File: config.mk
export PLATFORM = sky130hd
export DESIGN_NAME = led_rate_sequencer_flat
export DESIGN_NICKNAME = d
export VERILOG_FILES = /design/src/rtl/led_rate_sequencer_if.sv /design/src/rtl/led_rate_sequencer.sv /design/src/flat_wrapper.sv
export SDC_FILE = /design/constraint.sdc
export NUM_CORES = 1
export LEC_CHECK = 0
export CORE_MARGIN = 5
export CORE_UTILIZATION = 25
export CTS_CLUSTER_SIZE = 12
export DETAILED_ROUTE_END_ITERATION = 7
export HOLD_SLACK_MARGIN = 0.06
export SETUP_SLACK_MARGIN = 0.15
export SLEW_MARGIN = 25
export SYNTH_ARGS = -nofsm -noshare
export SYNTH_HDL_FRONTEND = slang
export SYNTH_SLANG_ARGS = --single-unit
File: constraint.sdc
create_clock -name CLK -period 4.65 [get_ports CLK]
set_input_delay 0.93 -clock CLK [delete_from_list [all_inputs] [get_ports CLK]]
set_output_delay 0.93 -clock CLK [all_outputs]
set_load 0.02 [all_outputs]
File: src/rtl/led_rate_sequencer_if.sv
// led_rate_sequencer_if: raw button input and rate/strobe outputs of the LED rate sequencer
interface led_rate_sequencer_if;
    logic       iBtn;
    logic       oTick;
    logic [1:0] oSpeedSel;
    logic       oRun;
    logic       oShortPress;
    logic       oLongPress;
    modport master (input iBtn, output oTick, oSpeedSel, oRun, oShortPress, oLongPress);
    modport slave  (output iBtn, input oTick, oSpeedSel, oRun, oShortPress, oLongPress);
endinterface

File: src/rtl/led_rate_sequencer.sv
// led_rate_sequencer: debounces the button, classifies short/long presses and paces the LED step strobe
module led_rate_sequencer #(
    parameter int unsigned DEBOUNCE_CYC = 270000,
    parameter int unsigned LONG_CYC     = 27000000,
    parameter int unsigned PERIOD0      = 2700000,
    parameter int unsigned PERIOD1      = 13500000,
    parameter int unsigned PERIOD2      = 27000000,
    parameter int unsigned PERIOD3      = 54000000,
    parameter int unsigned CNT_W        = 26
) (
    input logic                  CLK,
    input logic                  RESETn,
    led_rate_sequencer_if.master ledIf
);
    localparam logic [CNT_W-1:0] DEB_LAST  = CNT_W'(DEBOUNCE_CYC - 1);
    localparam logic [CNT_W-1:0] HOLD_LAST = CNT_W'(LONG_CYC - 1);
    localparam logic [CNT_W-1:0] PER_LAST0 = CNT_W'(PERIOD0 - 1);
    localparam logic [CNT_W-1:0] PER_LAST1 = CNT_W'(PERIOD1 - 1);
    localparam logic [CNT_W-1:0] PER_LAST2 = CNT_W'(PERIOD2 - 1);
    localparam logic [CNT_W-1:0] PER_LAST3 = CNT_W'(PERIOD3 - 1);
    localparam logic [CNT_W-1:0] ONE       = CNT_W'(1);

    typedef enum logic [1:0] {IDLE, TIMING, HELD} pressState_t;

    logic             btnMeta, btnSync, btnDeb, btnDebD;
    logic [CNT_W-1:0] debCnt, holdCnt, holdNext, periodCnt, periodLast;
    pressState_t      state, nextState;
    logic             press, release_, shortEv, longEv;
    logic             shortPulse, longPulse, run, clearPeriod, tick;
    logic [1:0]       speedSel;

    assign press       = btnDebD & ~btnDeb;
    assign release_    = ~btnDebD & btnDeb;
    assign clearPeriod = shortPulse | longPulse;
    assign tick        = run & ~clearPeriod & (periodCnt == periodLast);

    // two-flop synchroniser for the asynchronous button, idling at released
    always_ff @(posedge CLK or negedge RESETn) begin
        if (!RESETn) begin
            btnMeta <= 1'b1;
            btnSync <= 1'b1;
        end else begin
            btnMeta <= ledIf.iBtn;
            btnSync <= btnMeta;
        end
    end

    // debounced level follows the synchronised button after a full stable window
    always_ff @(posedge CLK or negedge RESETn) begin
        if (!RESETn) begin
            btnDeb  <= 1'b1;
            btnDebD <= 1'b1;
            debCnt  <= '0;
        end else begin
            btnDebD <= btnDeb;
            if (btnSync == btnDeb) begin
                debCnt <= '0;
            end else if (debCnt == DEB_LAST) begin
                btnDeb <= btnSync;
                debCnt <= '0;
            end else begin
                debCnt <= debCnt + ONE;
            end
        end
    end

    // press classifier state and hold counter
    always_ff @(posedge CLK or negedge RESETn) begin
        if (!RESETn) begin
            state   <= IDLE;
            holdCnt <= '0;
        end else begin
            state   <= nextState;
            holdCnt <= holdNext;
        end
    end

    // press classifier transitions; a release landing exactly on the long threshold counts as long
    always_comb begin
        nextState = state;
        holdNext  = holdCnt;
        shortEv   = 1'b0;
        longEv    = 1'b0;
        case (state)
            IDLE: begin
                if (press) begin
                    nextState = TIMING;
                    holdNext  = '0;
                end
            end
            TIMING: begin
                if (release_) begin
                    nextState = IDLE;
                    shortEv   = holdCnt < HOLD_LAST;
                    longEv    = holdCnt == HOLD_LAST;
                end else if (holdCnt == HOLD_LAST) begin
                    nextState = HELD;
                    longEv    = 1'b1;
                end else begin
                    holdNext = holdCnt + ONE;
                end
            end
            HELD: nextState = release_ ? IDLE : HELD;
            default: nextState = IDLE;
        endcase
    end

    // press pulses, speed index (wraps 3->0) and run flag act one cycle after classification
    always_ff @(posedge CLK or negedge RESETn) begin
        if (!RESETn) begin
            shortPulse <= 1'b0;
            longPulse  <= 1'b0;
            speedSel   <= 2'd0;
            run        <= 1'b1;
        end else begin
            shortPulse <= shortEv;
            longPulse  <= longEv;
            speedSel   <= speedSel + 2'(shortEv);
            run        <= run ^ longEv;
        end
    end

    // terminal count of the step period for the current speed
    always_comb begin
        periodLast = speedSel == 2'd0 ? PER_LAST0 :
                     speedSel == 2'd1 ? PER_LAST1 :
                     speedSel == 2'd2 ? PER_LAST2 : PER_LAST3;
    end

    // period counter; a press pulse restarts it so the next strobe is a full period away
    always_ff @(posedge CLK or negedge RESETn) begin
        if (!RESETn) begin
            periodCnt <= '0;
        end else begin
            periodCnt <= (clearPeriod || !run || periodCnt == periodLast) ? '0 : periodCnt + ONE;
        end
    end

    assign ledIf.oTick       = tick;
    assign ledIf.oSpeedSel   = speedSel;
    assign ledIf.oRun        = run;
    assign ledIf.oShortPress = shortPulse;
    assign ledIf.oLongPress  = longPulse;
endmodule

File: src/flat_wrapper.sv
// flat-port wrapper written by rule: the top's interface ports become plain ports
module led_rate_sequencer_flat 
#(
    parameter int unsigned DEBOUNCE_CYC = 270000,
    parameter int unsigned LONG_CYC     = 27000000,
    parameter int unsigned PERIOD0      = 2700000,
    parameter int unsigned PERIOD1      = 13500000,
    parameter int unsigned PERIOD2      = 27000000,
    parameter int unsigned PERIOD3      = 54000000,
    parameter int unsigned CNT_W        = 26
)
  (CLK, RESETn, ledIf_iBtn, ledIf_oTick, ledIf_oSpeedSel, ledIf_oRun, ledIf_oShortPress, ledIf_oLongPress);
  led_rate_sequencer_if ledIf_i ();
  input logic CLK;
  input logic RESETn;
  input wire logic [$bits(ledIf_i.iBtn)-1:0] ledIf_iBtn;
  output wire logic [$bits(ledIf_i.oTick)-1:0] ledIf_oTick;
  output wire logic [$bits(ledIf_i.oSpeedSel)-1:0] ledIf_oSpeedSel;
  output wire logic [$bits(ledIf_i.oRun)-1:0] ledIf_oRun;
  output wire logic [$bits(ledIf_i.oShortPress)-1:0] ledIf_oShortPress;
  output wire logic [$bits(ledIf_i.oLongPress)-1:0] ledIf_oLongPress;
  assign ledIf_i.iBtn = ledIf_iBtn;
  assign ledIf_oTick = ledIf_i.oTick;
  assign ledIf_oSpeedSel = ledIf_i.oSpeedSel;
  assign ledIf_oRun = ledIf_i.oRun;
  assign ledIf_oShortPress = ledIf_i.oShortPress;
  assign ledIf_oLongPress = ledIf_i.oLongPress;
  led_rate_sequencer #(.DEBOUNCE_CYC(DEBOUNCE_CYC), .LONG_CYC(LONG_CYC), .PERIOD0(PERIOD0), .PERIOD1(PERIOD1), .PERIOD2(PERIOD2), .PERIOD3(PERIOD3), .CNT_W(CNT_W)) u_core (.CLK(CLK), .RESETn(RESETn), .ledIf(ledIf_i));
endmodule
# [Word-level counts from Yosys, hierarchy flattened]
# Cells that the tools add are included.
[word_totals] register_bits=89 in_bits=3 output_inout_bits=6 word_cells=68
[op_classes] addsub=4 n_lt_le_gt_ge=1 n_eq_ne=12 muxes=20 n_bitwise=10 reduce_logical=9
[op_table] op="26-bit two-way mux" count=9
[op_table] op="26-bit by 1-bit adder with 26-bit output, second input constant" count=3
[op_table] op="26-bit one-hot mux with 2 select lines" count=1
[op_table] op="26-bit by 19-bit equality test with 1-bit output, second input constant" count=1
[op_table] op="26-bit by 25-bit equality test with 1-bit output, second input constant" count=1
[op_table] op="26-bit equality test" count=1
[op_table] op="26-bit by 25-bit < comparator with 1-bit output, second input constant" count=1
[op_table] op="2-bit two-way mux" count=4
[op_table] op="2-bit one-hot mux with 3 select lines" count=1
[op_table] op="1-bit two-way mux" count=5
[op_table] op="1-bit bitwise AND" count=4
[op_table] op="2-bit by 1-bit equality test with 1-bit output, second input constant" count=2
[op_table] op="2-bit equality test, second input constant" count=2
[op_table] op="2-bit logical NOT" count=2
[op_table] op="2-bit != test, second input constant" count=2
[op_table] op="1-bit inverter" count=4
[op_table] op="2-bit AND reduction" count=2
[op_table] op="4-bit AND reduction" count=1
[op_table] op="3-bit by 1-bit != test with 1-bit output, second input constant" count=1
[op_table] op="2-bit by 1-bit adder with 2-bit output" count=1
[op_table] op="1-bit logical OR" count=2
[op_table] op="2-bit by 1-bit != test with 1-bit output, second input constant" count=1
[op_table] op="2-bit nonzero test" count=1
[op_table] op="1-bit equality test" count=1
[op_table] op="other kinds (3)" count=3

# [Depth between registers and ports, before layout]
# Gate-level depths: netlist (run 1).
[logic_depth] ltp_word=7 mapped_depth=9 mapped_depth_nobuf=8

# [Worst setup path after synthesis (run 1)]
# OpenSTA, ideal clock, no wires.
[synth_timing] kind="flip-flop to output port" startpoint="register u_core.speedSel[0], in the netlist u_core.ledIf.oSpeedSel[0]" endpoint="output port ledIf_oTick" arrival_time_ps=1855 t_required_ps=3720 setup_slack_ps=1865 stages_incl_launch_ff=7 path_buffers=0 path_cell_list="dfrtp_1 -> inv_1 -> ha_1 -> or3b_2 -> a21o_1 -> a21oi_1 -> and4b_1"
[synth_between] elab_chain_cells=6 elab_cells_between_ends=8 cone_classes="eq/ne: 3; mux: 3; bitwise: 1; reduce/logical: 1"
[synth_rtl] element="start, declared" line="led_rate_sequencer.sv:30" source="logic [1:0] speedSel;"
[synth_rtl] element="start signal, assigned" line="led_rate_sequencer.sv:118" source="speedSel <= speedSel + 2'(shortEv);"
[synth_rtl] element="2-bit equality test" line="led_rate_sequencer.sv:127" source="speedSel == 2'd2 ? PER_LAST2 : PER_LAST3;"
[synth_rtl] element="26-bit two-way mux" line="led_rate_sequencer.sv:127"
[synth_rtl] element="26-bit two-way mux" line="led_rate_sequencer.sv:126" source="speedSel == 2'd1 ? PER_LAST1 :"
[synth_rtl] element="26-bit two-way mux (*)" line="led_rate_sequencer.sv:125" source="periodLast = speedSel == 2'd0 ? PER_LAST0 :"
[synth_rtl] element="26-bit equality test (*)" line="led_rate_sequencer.sv:35" source="assign tick = run & ~clearPeriod & (periodCnt == periodLast);"
[synth_rtl] element="1-bit bitwise AND (*)" line="led_rate_sequencer.sv:35"
[synth_rtl] element="end, declared" line="flat_wrapper.sv:17" source="output wire logic [$bits(ledIf_i.oTick)-1:0] ledIf_oTick;"
# Mark *: on every way between the ends. The rest lies on a longest branch, timed or not.

# [Worst setup path in the final report (run 1)]
# Same ends and word-level chain as after synthesis.

==> impl_metrics.yaml, run 1 <==
min_path:
  whs_path_depth: 0
  hold-path-endpoint: "u_core.btnSync"
  min_from: "u_core.btnMeta"
  hp-class: "flip-flop to flip-flop"
critical_path:
  rr_endpoint: "u_core.holdCnt[15]"
  cp-end-kind: "output pin"
  critPathLaunchType: "flip-flop"
  ff2ff_path_depth: 5
  required_ns: 3.72
  crit_fanout: 8
  crit_arrival_ns: 2.74
  reg2reg_slack_ns: 2.12
  rr_startpoint: "u_core.holdCnt[18]"
  critPathKind: "flip-flop to output pin"
yosys:
  synth-edff-count: 0
  yosys.area_share.simple_pct: 27.60
  syn_avg_cell_area_um2: 9.397
  synth.area.mux_share_pct: 1.052
  synthCells: 519
  synth_fa_ha_area_share_pct: 3.335
  ys_types: 57
  yosysWarnings: 0
  yosysSeqAreaShare_pct: 45.79
  yosys_register_bits: 89
  syn_nets: 535
  synth_xor_area_share_pct: 10.06
  synthFlopType: "dfrtp_1"
  synth_compound_area_share_pct: 9.287
  netlist_top_cells_area: "dfrtp_1, xnor2_1, nor2_1"
  synth_area_leader_cell: "dfrtp_1"
  synth_top_family_by_area: "simple AND/OR/NAND/NOR gates"
  netlist.area_leader.share_pct: 43.10
  async_flop_share_pct: 100.0
  synth_area_um2: 4877
route:
  routedWlPerCell_um: 12.90
  vias_per_cell: 4.709
  wl_met2_um: 4722
  drcViolationCount: 0
  drtAntennaViolNets: 0
  highest_layer: "met4"
  wl_met1_um: 5048
  detail_route.first_pass.iterations: 4
  wl_met3_um: 331
  drt_wl_total_um: 10250
  num_vias: 3744
  drtIter0Drc: 321
floorplan:
  die_w_um: 149.7
  dieArea_um2: 22400
  core_area_um2: 19330
  ios: 9
  die_y_um: 149.7
  initial_utilization_pct: 25.22
  rows: 51
placement:
  pre_cts_ws_ns: 1.360
  port_buffers: 8
  dpl.hpwl_um: 6961
  gp_congestion: 0.8199
  placedCellCount: 779
power:
  p_sw_w: 0.0003372
  power_density_nw_per_um2: 280.8
  comb_power_share_pct: 1.6
  ir_drop_mv: 0.1492
  p_leak_nw: 2.180
  p_int_w: 0.001214
  p_seq_share_pct: 50.3
  swShare_pct: 21.73
  clockPowerShare_pct: 48.1
status:
  outcome: "complete, no violations"
clocking:
  cts_root_buf: "clkbuf_16"
  cts_buffer_depth: 2
  clkLatencyLatePin_ns: 0.35
  clk_pin_slew_ns: 0.07
  htreeDepth: 3
  cts_resized: 0
  cts-hold-fix-buffers: 0
  cts_setup_buffers: 0
  clock-sinks: 89
  cts_tree: "done"
  numCtsBuffers: 9
final_layout:
  fin_cells: 795
  layout_commonest_cell: "dfrtp_1"
  mostFrequentLayoutCells: "dfrtp_1, nor2_1, nand2_1, xnor2_1, nand3_1"
  diodes: 0
  layout.nets: 541
  drive_above_1_share_pct: 6.415
  synthToLayoutAreaGrowth_pct: 13.26
sta:
  clock.fmax_mhz: 272.3
  layout_min_cycle_time_ns: 3.672
  worst_slew_pin_slew_ns: 0.8071
  period_share_pct: 78.98
  fin_tns_setup_ns: 0
  relSlewSlack_pct: 46.19
  finalClockSkew_ns: 0.01020
  setup_violations: 0
  maxSlewViolCount: 0
  rsz0062_at_grt: "no"
  worst_slack_ns: 0.9776
  finalHoldViolations: 0
grt:
  grt_pass1_vias: 3669
  grt_overflow: 0
  antenna_found_initial: 0
  grt_pass1_wl_um: 17910
  grt_max_degree: 63
  grt_usage_pct: 9.844
job:
  maxCapViolCount: 0
[Yosys cell counts (5+ instances only)]
master	instances
a21o_1	6
a21oi_1	11
a31oi_1	13
and3_1	18
and4_1	6
clkbuf_1	7
dfrtp_1	84
dfstp_2	5
ha_1	13
inv_1	17
nand2_1	37
nand3_1	36
nand4_1	16
nor2_1	76
nor3_1	23
nor4_1	10
o21ai_0	7
or4_1	7
xnor2_1	37
xor2_1	19
[metrics by stage]
stage | power [W] | util (%) | instance area, um^2 | hold slack (ns)
2_1_floorplan | 0.0008018 | - | 4877 | 0.3452
3_3_place_gp | 0.0008213 | 26.99 | 5218 | 0.3474
3_5_place_dp | 0.0008215 | 26.99 | 5218 | 0.3478
6_report | 0.001551 | 28.57 | 5524 | 0.3598
4_1_cts | 0.001583 | 28.57 | 5524 | 0.3608
5_1_grt | 0.001615 | 28.57 | 5524 | 0.3634
[cell type report]
cell class / instances / area, um^2
inverter: 17 / 63.81
timing repair buffer: 9 / 85.08
tap: 265 / 331.6
multi-input combinational: 399 / 2504
clock buffer: 10 / 239.0
fill: 2039 / 13810
sequential: 89 / 2233
clock inverter: 6 / 67.56
[critical path, stage by stage, from the launching register on]
cell	delay, ns
dfrtp_1	0.46
inv_1	0.12
ha_1	0.22
or3b_2	0.45
a21o_1	0.17
a21oi_1	0.17
and4b_1	0.21
clkdlybuf4s50_1	0.60
[registers in the layout (all words and copies together) (netlist names)]
signal,count
u_core.debCnt,26
u_core.holdCnt,26
u_core.periodCnt,26
u_core.ledIf.oSpeedSel,2
u_core.state,2
u_core.btnDeb,1
u_core.btnDebD,1
u_core.btnMeta,1
u_core.btnSync,1
u_core.ledIf.oLongPress,1
u_core.ledIf.oRun,1
u_core.ledIf.oShortPress,1
[per-layer routing]
metal / track usage, % / up-vias
met4: 3.248 / 0
met5: 0 / -
met2: 15.52 / 42
li1: - / 1866
met1: 12.85 / 1823
met3: 3.119 / 13
[cells by family after synthesis]
family                     after synthesis
buffers and inverters                   31
DFF                                     89
muxes                                    5
xor gates and xnor gates                56
AOI/OAI and AO/OA                       64
adders and majority gates               13
and+or+nand+nor                        261
[worst max-delay path by stage]
stage                                          from     endpoint  slack (ns)  cells past startpoint
after floorplan           u_core.ledIf.oSpeedSel[0]  ledIf_oTick        1.87                      6
after global placement    u_core.ledIf.oSpeedSel[0]  ledIf_oTick        1.38                      7
after detailed placement  u_core.ledIf.oSpeedSel[0]  ledIf_oTick        1.36                      7
after CTS                 u_core.ledIf.oSpeedSel[0]  ledIf_oTick        0.96                      7
after global routing      u_core.ledIf.oSpeedSel[0]  ledIf_oTick        0.75                      7
final                     u_core.ledIf.oSpeedSel[0]  ledIf_oTick        0.98                      7
[power groups by stage]
stage          combinational, W  clock, W  sequential, W
2_1_floorplan        0.00000724         0       0.000795
3_3_place_gp          0.0000264         0       0.000795
3_5_place_dp          0.0000265         0       0.000795
4_1_cts               0.0000267  0.000776       0.000780
5_1_grt               0.0000299  0.000805       0.000780
6_report              0.0000246  0.000746       0.000781
Power figures use the tool's default switching activity.
==> run 2: changes to the inputs <==
==> constraint.sdc (replaced) <==
create_clock -name CLK -period 3.1 [get_ports CLK]
set_input_delay 0.62 -clock CLK [delete_from_list [all_inputs] [get_ports CLK]]
set_output_delay 0.62 -clock CLK [all_outputs]
set_load 0.02 [all_outputs]
==> impl_metrics.yaml, run 2 (synthesized netlist as in run 1, its figures left out) <==
final_layout:
  reg_top3: "u_core.debCnt x26, u_core.holdCnt x26, u_core.periodCnt x26"
  fin_cells: 799
  drive_above_1_share_pct: 7.491
  layout.nets: 545
  utilization_pct: 28.70
  mostFrequentLayoutCells: "dfrtp_1, nor2_1, nand2_1, xnor2_1, nand3_1"
  synthToLayoutAreaGrowth_pct: 13.78
  diodes: 0
  layout_commonest_cell: "dfrtp_1"
route:
  drtIter0Drc: 213
  num_vias: 3752
  routedWlPerCell_um: 12.87
  vias_per_cell: 4.696
  drt_wl_total_um: 10290
  drtAntennaViolNets: 0
  detail_route.first_pass.iterations: 4
  drcViolationCount: 0
power:
  swShare_pct: 21.81
  p_seq_share_pct: 50.9
  comb_power_share_pct: 1.7
  ir_drop_mv: 0.2138
  p_sw_w: 0.0005013
  p_int_w: 0.001797
  clockPowerShare_pct: 47.3
  power_w: 0.002298
  p_leak_nw: 2.208
  power_density_nw_per_um2: 414.2
sta:
  finalClockSkew_ns: 0.008306
  layout_min_cycle_time_ns: 2.777
  relSlewSlack_pct: 57.30
  worst_slew_pin_slew_ns: 0.6357
  rsz0062_at_grt: "no"
  setup_violations: 0
  maxSlewViolCount: 0
  holdWs_ns: 0.2532
  finalHoldViolations: 0
  clock.fmax_mhz: 360.1
  fin_tns_setup_ns: 0
  period_share_pct: 89.58
clocking:
  cts-hold-fix-buffers: 0
  clkLatencyLatePin_ns: 0.34
  clock-sinks: 89
  numCtsBuffers: 9
  cts_tree: "done"
  cts_buffer_depth: 2
  cts_root_buf: "clkbuf_16"
  cts_setup_buffers: 0
  htreeDepth: 3
  cts_resized: 3
  clk_pin_slew_ns: 0.07
placement:
  placedCellCount: 783
  port_buffers: 8
  dpl.hpwl_um: 7120
  gp_congestion: 0.7970
floorplan:
  core_area_um2: 19330
  ios: 9
  initial_utilization_pct: 25.22
  die_y_um: 149.7
  rows: 51
  die_w_um: 149.7
  dieArea_um2: 22400
grt:
  grt_pass1_wl_um: 18140
  grt_pass1_vias: 3741
  grt_usage_pct: 9.984
  grt_max_degree: 41
  antenna_found_initial: 0
  grt_overflow: 0
critical_path:
  reg2reg_slack_ns: 0.61
  rr_startpoint: "u_core.holdCnt[18]"
  critPathLaunchType: "flip-flop"
  cp-end-kind: "output pin"
  crit_fanout: 4
  ff2ff_path_depth: 5
  crit_arrival_ns: 2.16
  rr_endpoint: "u_core.holdCnt[24]"
  required_ns: 2.48
  critPathKind: "flip-flop to output pin"
min_path:
  hp-class: "input pin to asynchronous set/reset pin"
status:
  outcome: "complete, no violations"
job:
  maxCapViolCount: 0
## run 2: cell types whose count changed in the layout (fill, tap and decap cells not counted), sizes merged
cell           change
clkinvlp           -2
clkinv             +2
clkdlybuf4s50      -1
buf                +5
## run 2: power groups by stage
stage / combinational [W] / clock (W) / sequential, W
global route: 0.0000483 / 0.00118 / 0.00117
CTS: 0.0000432 / 0.00112 / 0.00117
global placement: 0.0000428 / 0 / 0.00119
detailed placement: 0.0000434 / 0 / 0.00119
finish: 0.0000396 / 0.00109 / 0.00117
floorplan: 0.0000109 / 0 / 0.00119
## run 2: worst max path at each step
stage | slack [ns] | cells after the start | start | endpoint
floorplan | 0.63 | 6 | u_core.ledIf.oSpeedSel[0] | ledIf_oTick
global placement | 0.23 | 7 | u_core.ledIf.oSpeedSel[1] | ledIf_oTick
detailed placement | 0.22 | 7 | u_core.ledIf.oSpeedSel[1] | ledIf_oTick
CTS | 0.18 | 7 | u_core.ledIf.oSpeedSel[1] | ledIf_oTick
global route | 0.19 | 7 | u_core.ledIf.oSpeedSel[1] | ledIf_oTick
finish | 0.32 | 7 | u_core.ledIf.oSpeedSel[1] | ledIf_oTick
## run 2: per-stage QoR
step	setup WS [ns]	area (um^2)
2_1_floorplan	0.6255	4877
4_1_cts	0.1766	5549
3_3_place_gp	0.2252	5260
6_report	0.3230	5549
3_5_place_dp	0.2192	5260
5_1_grt	0.1919	5549
## run 2: layer usage
layer | global-route usage [%] | share of wire [%] | vias to the layer above
met5 | 0 | 0 | -
met4 | 3.156 | 1.8 | 0
met3 | 3.210 | 4.1 | 15
met2 | 16.11 | 46 | 47
met1 | 12.75 | 48 | 1814
li1 | - | - | 1876
## run 2: layout make-up
cell class | instances | area [um^2]
Tap cell | 265 | 331.6
Fill cell | 2020 | 13790
Timing Repair Buffer | 13 | 122.6
Sequential cell | 89 | 2233
Multi-Input combinational cell | 399 | 2510
Clock inverter | 6 | 58.81
Inverter | 17 | 63.81
Clock buffer | 10 | 229.0
## run 2: worst max-delay path, cell delays in order (launching register included)
cell and delay, ns:
dfrtp_1 0.38, inv_1 0.10, ha_2 0.22, or3b_2 0.44, a21o_1 0.18, a21oi_2 0.13
and4b_1 0.20, buf_2 0.16
